[config.mk]
export PLATFORM = sky130hd
export DESIGN_NAME = rel_cmp_arbiter
export DESIGN_NICKNAME = d
export VERILOG_FILES = /design/src/rtl/rel_cmp_arbiter.sv
export SDC_FILE = /design/constraint.sdc
export NUM_CORES = 1
export LEC_CHECK = 0
export ABC_AREA = 1
export CAP_MARGIN = 20
export CELL_PAD_IN_SITES_DETAIL_PLACEMENT = 2
export CELL_PAD_IN_SITES_GLOBAL_PLACEMENT = 2
export CORE_MARGIN = 5
export CORE_UTILIZATION = 26
export DETAILED_ROUTE_END_ITERATION = 8
export PLACE_DENSITY = 0.83
export RECOVER_POWER = 25
export SYNTH_ARGS = -nofsm -noshare
export SYNTH_HDL_FRONTEND = slang
export SYNTH_SLANG_ARGS = --single-unit
[constraint.sdc]
create_clock -name clk -period 2.6 [get_ports clk]
set_input_delay 0.65 -clock clk [delete_from_list [all_inputs] [get_ports clk]]
set_output_delay 0.65 -clock clk [all_outputs]
set_load 0.01 [all_outputs]
[src/rtl/rel_cmp_arbiter.sv]
// rel_cmp_arbiter: round-robin shared relational comparator with IDLE/EXEC/RESP handshake FSM
module rel_cmp_arbiter #(
  parameter int WIDTH = 32
) (
  input  logic             clk,
  input  logic             rst,
  input  logic             req0_valid,
  output logic             req0_ready,
  input  logic [WIDTH-1:0] req0_a,
  input  logic [WIDTH-1:0] req0_b,
  input  logic [2:0]       req0_op,
  input  logic             req0_sgn,
  input  logic             req1_valid,
  output logic             req1_ready,
  input  logic [WIDTH-1:0] req1_a,
  input  logic [WIDTH-1:0] req1_b,
  input  logic [2:0]       req1_op,
  input  logic             req1_sgn,
  output logic             resp0_valid,
  input  logic             resp0_ready,
  output logic             resp1_valid,
  input  logic             resp1_ready,
  output logic             resp_result,
  output logic             resp_z,
  output logic             resp_n,
  output logic             resp_err,
  output logic             busy,
  output logic [15:0]      done_cnt
);
  typedef enum logic [1:0] {IDLE, EXEC, RESP} state_t;
  state_t state, state_nx;
  logic last_grant, grant, port, sgn_q, acc, hs, eq, lt, rel, illegal;
  logic [2:0] op_q;
  logic [WIDTH-1:0] a_q, b_q;
  // grant is only meaningful while IDLE; a tie goes to the port not served last
  always_comb begin
    grant   = (req0_valid & req1_valid) ? ~last_grant : req1_valid;
    acc     = req0_ready | req1_ready;
    hs      = (state == RESP) & (port ? resp1_ready : resp0_ready);
    eq      = a_q == b_q;
    lt      = sgn_q ? ($signed(a_q) < $signed(b_q)) : (a_q < b_q);
    illegal = op_q[2] & op_q[1];
    rel     = op_q == 3'd0 ? eq :
              op_q == 3'd1 ? ~eq :
              op_q == 3'd2 ? lt :
              op_q == 3'd3 ? (lt | eq) :
              op_q == 3'd4 ? ~(lt | eq) :
              op_q == 3'd5 ? ~lt : 1'b0;
  end
  always_ff @(posedge clk)
    if (rst) state <= IDLE;
    else     state <= state_nx;
  always_comb
    state_nx = state == IDLE ? (acc ? EXEC : IDLE) :
               state == EXEC ? RESP :
               (hs ? IDLE : RESP);
  always_comb begin
    req0_ready  = (state == IDLE) & ~grant & req0_valid;
    req1_ready  = (state == IDLE) & grant & req1_valid;
    resp0_valid = (state == RESP) & ~port;
    resp1_valid = (state == RESP) & port;
    busy        = state != IDLE;
    resp_n      = 1'b0;
  end
  always_ff @(posedge clk) begin
    if (rst) begin
      last_grant  <= 1'b1;
      port        <= 1'b0;
      a_q         <= '0;
      b_q         <= '0;
      op_q        <= '0;
      sgn_q       <= 1'b0;
      resp_result <= 1'b0;
      resp_z      <= 1'b0;
      resp_err    <= 1'b0;
      done_cnt    <= '0;
    end else begin
      if (acc) begin
        a_q        <= grant ? req1_a : req0_a;
        b_q        <= grant ? req1_b : req0_b;
        op_q       <= grant ? req1_op : req0_op;
        sgn_q      <= grant ? req1_sgn : req0_sgn;
        port       <= grant;
        last_grant <= grant;
      end
      if (state == EXEC) begin
        resp_result <= rel;
        resp_z      <= ~rel;
        resp_err    <= illegal;
      end
      if (hs) done_cnt <= done_cnt + 16'd1;
    end
  end
endmodule

* Yosys cells after proc, flatten, opt, wreduce, memory -nomap -nowiden
Index checks and enable logic that the tools add are counted.
Word-level totals: bits in registers 91
Cells by class: add/sub/neg operators 1, magnitude comparators 2, equal/unequal tests 8, mux-type cells 17, bitwise gates (word level) 18, reductions and logical operators 3
Operators with widths (count):
- < comparator 32 bit | 2
- two-way mux 32 bit | 2
- == test 32 bit | 1
- adder 16 x 1 -> 16 bit (second input constant) | 1
- two-way mux 1 bit | 11
- AND 1 bit | 9
- NOT 1 bit | 7
- == test 3 x 2 -> 1 bit (second input constant) | 2
- == test 3 bit (second input constant) | 2
- two-way mux 2 bit | 3
- == test 3 x 1 -> 1 bit (second input constant) | 1
- logical NOT 3 bit | 1
- two-way mux 3 bit | 1
- == test 2 x 1 -> 1 bit (second input constant) | 1
- == test 2 bit (second input constant) | 1
- logical NOT 2 bit | 1
- bitwise OR 1 bit | 2
- nonzero test 2 bit | 1

* Depth between registers and ports, before layout
Gate-level depths: netlist of the first run.
depth after elaboration 10, depth in mapped cells 19

* Worst setup path before layout of the first run
Ideal clock, no wire load.
kind in2reg, start in req0_valid, end reg a_q[0], setup time 0.125 ns, arrival time 1.702 ns, data required time 2.475 ns, path slack 0.772 ns, stages 9, buffers on the path 2, cells stage by stage nand2_1 > nand2_1 > inv_2 > nor2_1 > nor2_1 > inv_2 > buf_4 > buf_2 > a31oi_1
On the way: longest elaborated chain between the ends 6, elaborated cells on any way between the ends 9, classes of those cells 2 x mux; 7 x bitwise
Ends and longest elaborated chain:
- start, declared | RTL line 7 | input logic req0_valid,
- AND 1 bit | RTL line 37 | grant = (req0_valid & req1_valid) ? ~last_grant : req1_valid;
- two-way mux 1 bit | RTL line 37
- NOT 1 bit | RTL line 58 | req0_ready = (state == IDLE) & ~grant & req0_valid;
- AND 1 bit | RTL line 58
- AND 1 bit (*) | RTL line 58
- named net req0_ready | RTL line 8 | output logic req0_ready,
- bitwise OR 1 bit (*) | RTL line 38 | acc = req0_ready | req1_ready;
- end signal, assigned | RTL line 79 | a_q <= grant ? req1_a : req0_a;
- end, declared | RTL line 34 | logic [WIDTH-1:0] a_q, b_q;
The timed path passes the listed nets; every way through them passes the cells marked *. A chain may end at the register's enable or synchronous reset.

* Worst setup path in the final report of the first run
start in req0_valid, end out req0_ready
On the way: longest elaborated chain between the ends 5
Ends and longest elaborated chain (RTL line):
- AND 1 bit | 37
- two-way mux 1 bit | 37
- NOT 1 bit | 58
- AND 1 bit | 58
- AND 1 bit (*) | 58
- end, declared | 8
Every way passes the cells marked *; elsewhere a longest branch is shown, timed or not.

==> summary.md, run 1 <==
| Metric | Value |
|---|---|
| Status | completed |
| CP startpoint | req0_valid |
| Core area | 18100 um^2 |
| RSZ-0062 raised after global routing | no |
| Number of DRC markers in iteration 0 | 141 |
| Hold-fix buffers at CTS | 0 |
| Most frequent cells in the layout | 198 x nand2_1, 151 x clkdlybuf4s50_1, 91 x dfxtp_1 |
| CTS Buf Count | 9 |
| Ys async rst share | 0 |
| Initial antenna violation count | 0 |
| Slew of the pin with the lowest slew margin | 0.807 ns |
| WP data arrival | 1.79 ns |
| DIE WIDTH | 146 um |
| Post-route cell area | 6960 um^2 |
| Max Cap Viol | 0 |
| Number of detailed-route iterations in the first pass | 4 |
| Leading cell type in the layout, fill and taps excluded | nand2_1 |
| Sequential element share of the synthesized area | 0.378 |
| DIE HEIGHT | 146 um |
| Overall routing resource usage | 0.161 |
| Time the worst path needs with I/O delays and setup | 2.44 ns |
| Critical path class | input pin to output port |
| Worst hold start | resp_err |
| Nets | 1005 |
| Placed Area | 6720 um^2 |
| CP bufs+invs | 3 |
| Main synth FF type | dfxtp_1 |
| Fin util | 0.385 |
| Peak VDD IR | 0.369 mV |
| Leak | 2.92 nW |
| CP Capture Type | output port |
| Rows | 49 |
| WP data required | 1.95 ns |
| Vias | 5126 |
| Fillers | 2062 |
| Vias in the first global route | 5864 |
| Critical path, cell by cell | clkdlybuf4s50_1 -> nand2_1 -> nand2_2 -> inv_2 -> nor2_1 -> dlygate4sd2_1 |
| Setup TNS | 0 ns |
| Layout Area Growth over Synthesis | 44.4% |
| Post-Layout Cell Count | 1064 |
| Worst hold slack | 0.466 ns |
| Residual DRC count | 0 |
| N_diodes | 0 |
| Highest Signal Layer | met4 |
| Die area | 21400 um^2 |
| Number of enable flip-flop cells after synthesis | 0 |
| Met3 routed wirelength | 663 um |
| Final hold violations | 0 |
| Vias per cell | 4.82 |
| CTS clk-pin slew, worst paths | 0.06 ns |
| Metal-1 WL | 7860 um |
| Setup-failing EPs final | 0 |
| ANT nets after route | 0 |
| Worst Hold Class | register to register |
| FF+latch count, synth | 91 |
| Worst Slack Setup Final | 0.159 ns |
| CTS Sinks | 91 |
| CTS tree | done |
| Metal2 WL | 8670 um |
| First-pass GRT wire length | 28600 um |
| PwrDens | 592 nW/um^2 |
| DR WL/cell | 16.3 um |
| Syn nets | 855 |
| Largest net degree at the start of global routing | 82 |
| Average cell area after synthesis | 7.09 um^2 |
| Critical path's top delay family | buffers and inverters |
| Crit-path max FO | 4 |
| Reg2reg start | b_q[31] |
| Layout cells sized above 1 | 0.0479 |
| Clock skew | 0.00496 ns |
| Root Driver | clkbuf_16 |
| Max Clock Freq | 410 MHz |
| Starting density of the core | 0.266 |
| Pwr Total | 4.12 mW |
| Total Wirelength | 17400 um |
| Fin crit share | 0.939 |
| CP Launch Type | input pin |
| Skew-Pair Late Insertion Delay | 0.35 ns |
| Ys Warns | 0 |
| Placer congestion estimate | 0.747 |
| Synth Instances | 680 |
| Inst Count DP | 1048 |
| Slowest CP cell | clkdlybuf4s50_1 |
| Slew HR | 0.462 |
| IO Port Bufs | 165 |
| IO Pins | 167 |
| Mapped cell area | 4820 um^2 |
| GRT overflow | 0 |
| Cell variety after synth | 31 |
| CTS max path bufs | 2 |
| Max-slew violation count | 0 |
| Slowest stage delay, CP | 0.49 ns |
| Detailed Place HPWL | 13600 um |
| H-tree depth | 3 |
| Setup slack at placement | -0.150 ns |
==> report_power, final <==
part | switching, mW | internal, mW | total [mW] | leakage (nW)
combinational | 0.644 | 0.550 | 1.19 | 2.03
clock | 0.599 | 0.655 | 1.25 | 0.136
sequential | 0.107 | 1.56 | 1.67 | 0.750
==> cells by family (layout without fill, tap and decap cells) <==
logic type | after synthesis | after routing | share of synthesized area
other | 1 | 1 | 0.000778
buffers and inverters | 105 | 260 | 0.0877
AO/OA/AOI/OAI | 183 | 183 | 0.211
adder cells (fa/ha/maj) | 33 | 33 | 0.0857
AND/OR/NAND/NOR | 266 | 266 | 0.235
XOR/XNOR | 1 | 1 | 0.00182
flip-flops | 91 | 91 | 0.378
==> routing by layer <==
layer,track usage,vias to the layer above
li1,-,2571
met3,0.0285,9
met1,0.193,2441
met2,0.297,105
met4,0.0395,0
met5,0,-
==> cell usage after synthesis, types with 2 or more instances <==
cell	instances	area (um^2)
a21oi_1	30	150
a31oi_1	69	432
buf_2	14	70.1
buf_4	3	22.5
clkbuf_1	21	78.8
dfxtp_1	91	1820
ha_1	33	413
inv_1	64	240
inv_2	2	7.51
nand2_1	199	747
nand2_2	2	12.5
nand2_4	2	22.5
nand3_1	10	50.1
nand3_2	2	20.0
nand4_1	4	25.0
nor2_1	30	113
nor3_1	10	50.1
o21a_1	4	30.0
o21ai_0	78	390
==> final cells by class <==
cell class	count	area, um^2	share of cell area
timing repair buffer	177	1760	0.253
clock inverter	7	52.6	0.00755
tap	229	287	0.0412
sequential	91	1820	0.262
multi-input combinational	484	2560	0.368
inverter	67	253	0.0363
clock buffer	9	225	0.0324
==> timing repair <==
action / 4_1_cts / 5_1_grt
setup buffers: 0 / 0
resized for setup: 2 / 0
setup endpoints to repair: 2 / 0
==> worst paths after layout <==
kind | slack (ns) | end | cells past startpoint
hold / removal | 0.47 | resp_err | 2
setup / recovery | 0.16 | req0_ready | 6
hold reg to reg | 0.47 | resp_err | 2
setup reg to reg | 0.45 | resp_result | 13
==> tightest hold or removal path, stage by stage (launching register included) <==
cell	delay, ns
dfxtp_1	0.31
nand2_1	0.06
a21oi_1	0.05
==> state kept, by name, summed over array words and instances, names as in the netlist <==
| signal | count |
|---|---|
| a_q | 32 |
| b_q | 32 |
| done_cnt | 16 |
| last_grant | 1 |
| op_q | 3 |
| port | 1 |
| resp_err | 1 |
| resp_result | 1 |
| resp_z | 1 |
| sgn_q | 1 |
| state | 2 |
Note: power is estimated with default switching activity, not from simulation.
==> inputs of run 2 (changes only) <==
TNS_END_PERCENT = 10   (was not set)
==> results of run 2 <==
No change in the layout: final DEF, timing and power equal those of run 1.
==> inputs of run 3 (changes only) <==
CTS_CLUSTER_DIAMETER = 200   (was not set)
==> results of run 3 <==
No change in the layout: final DEF, timing and power equal those of run 1.
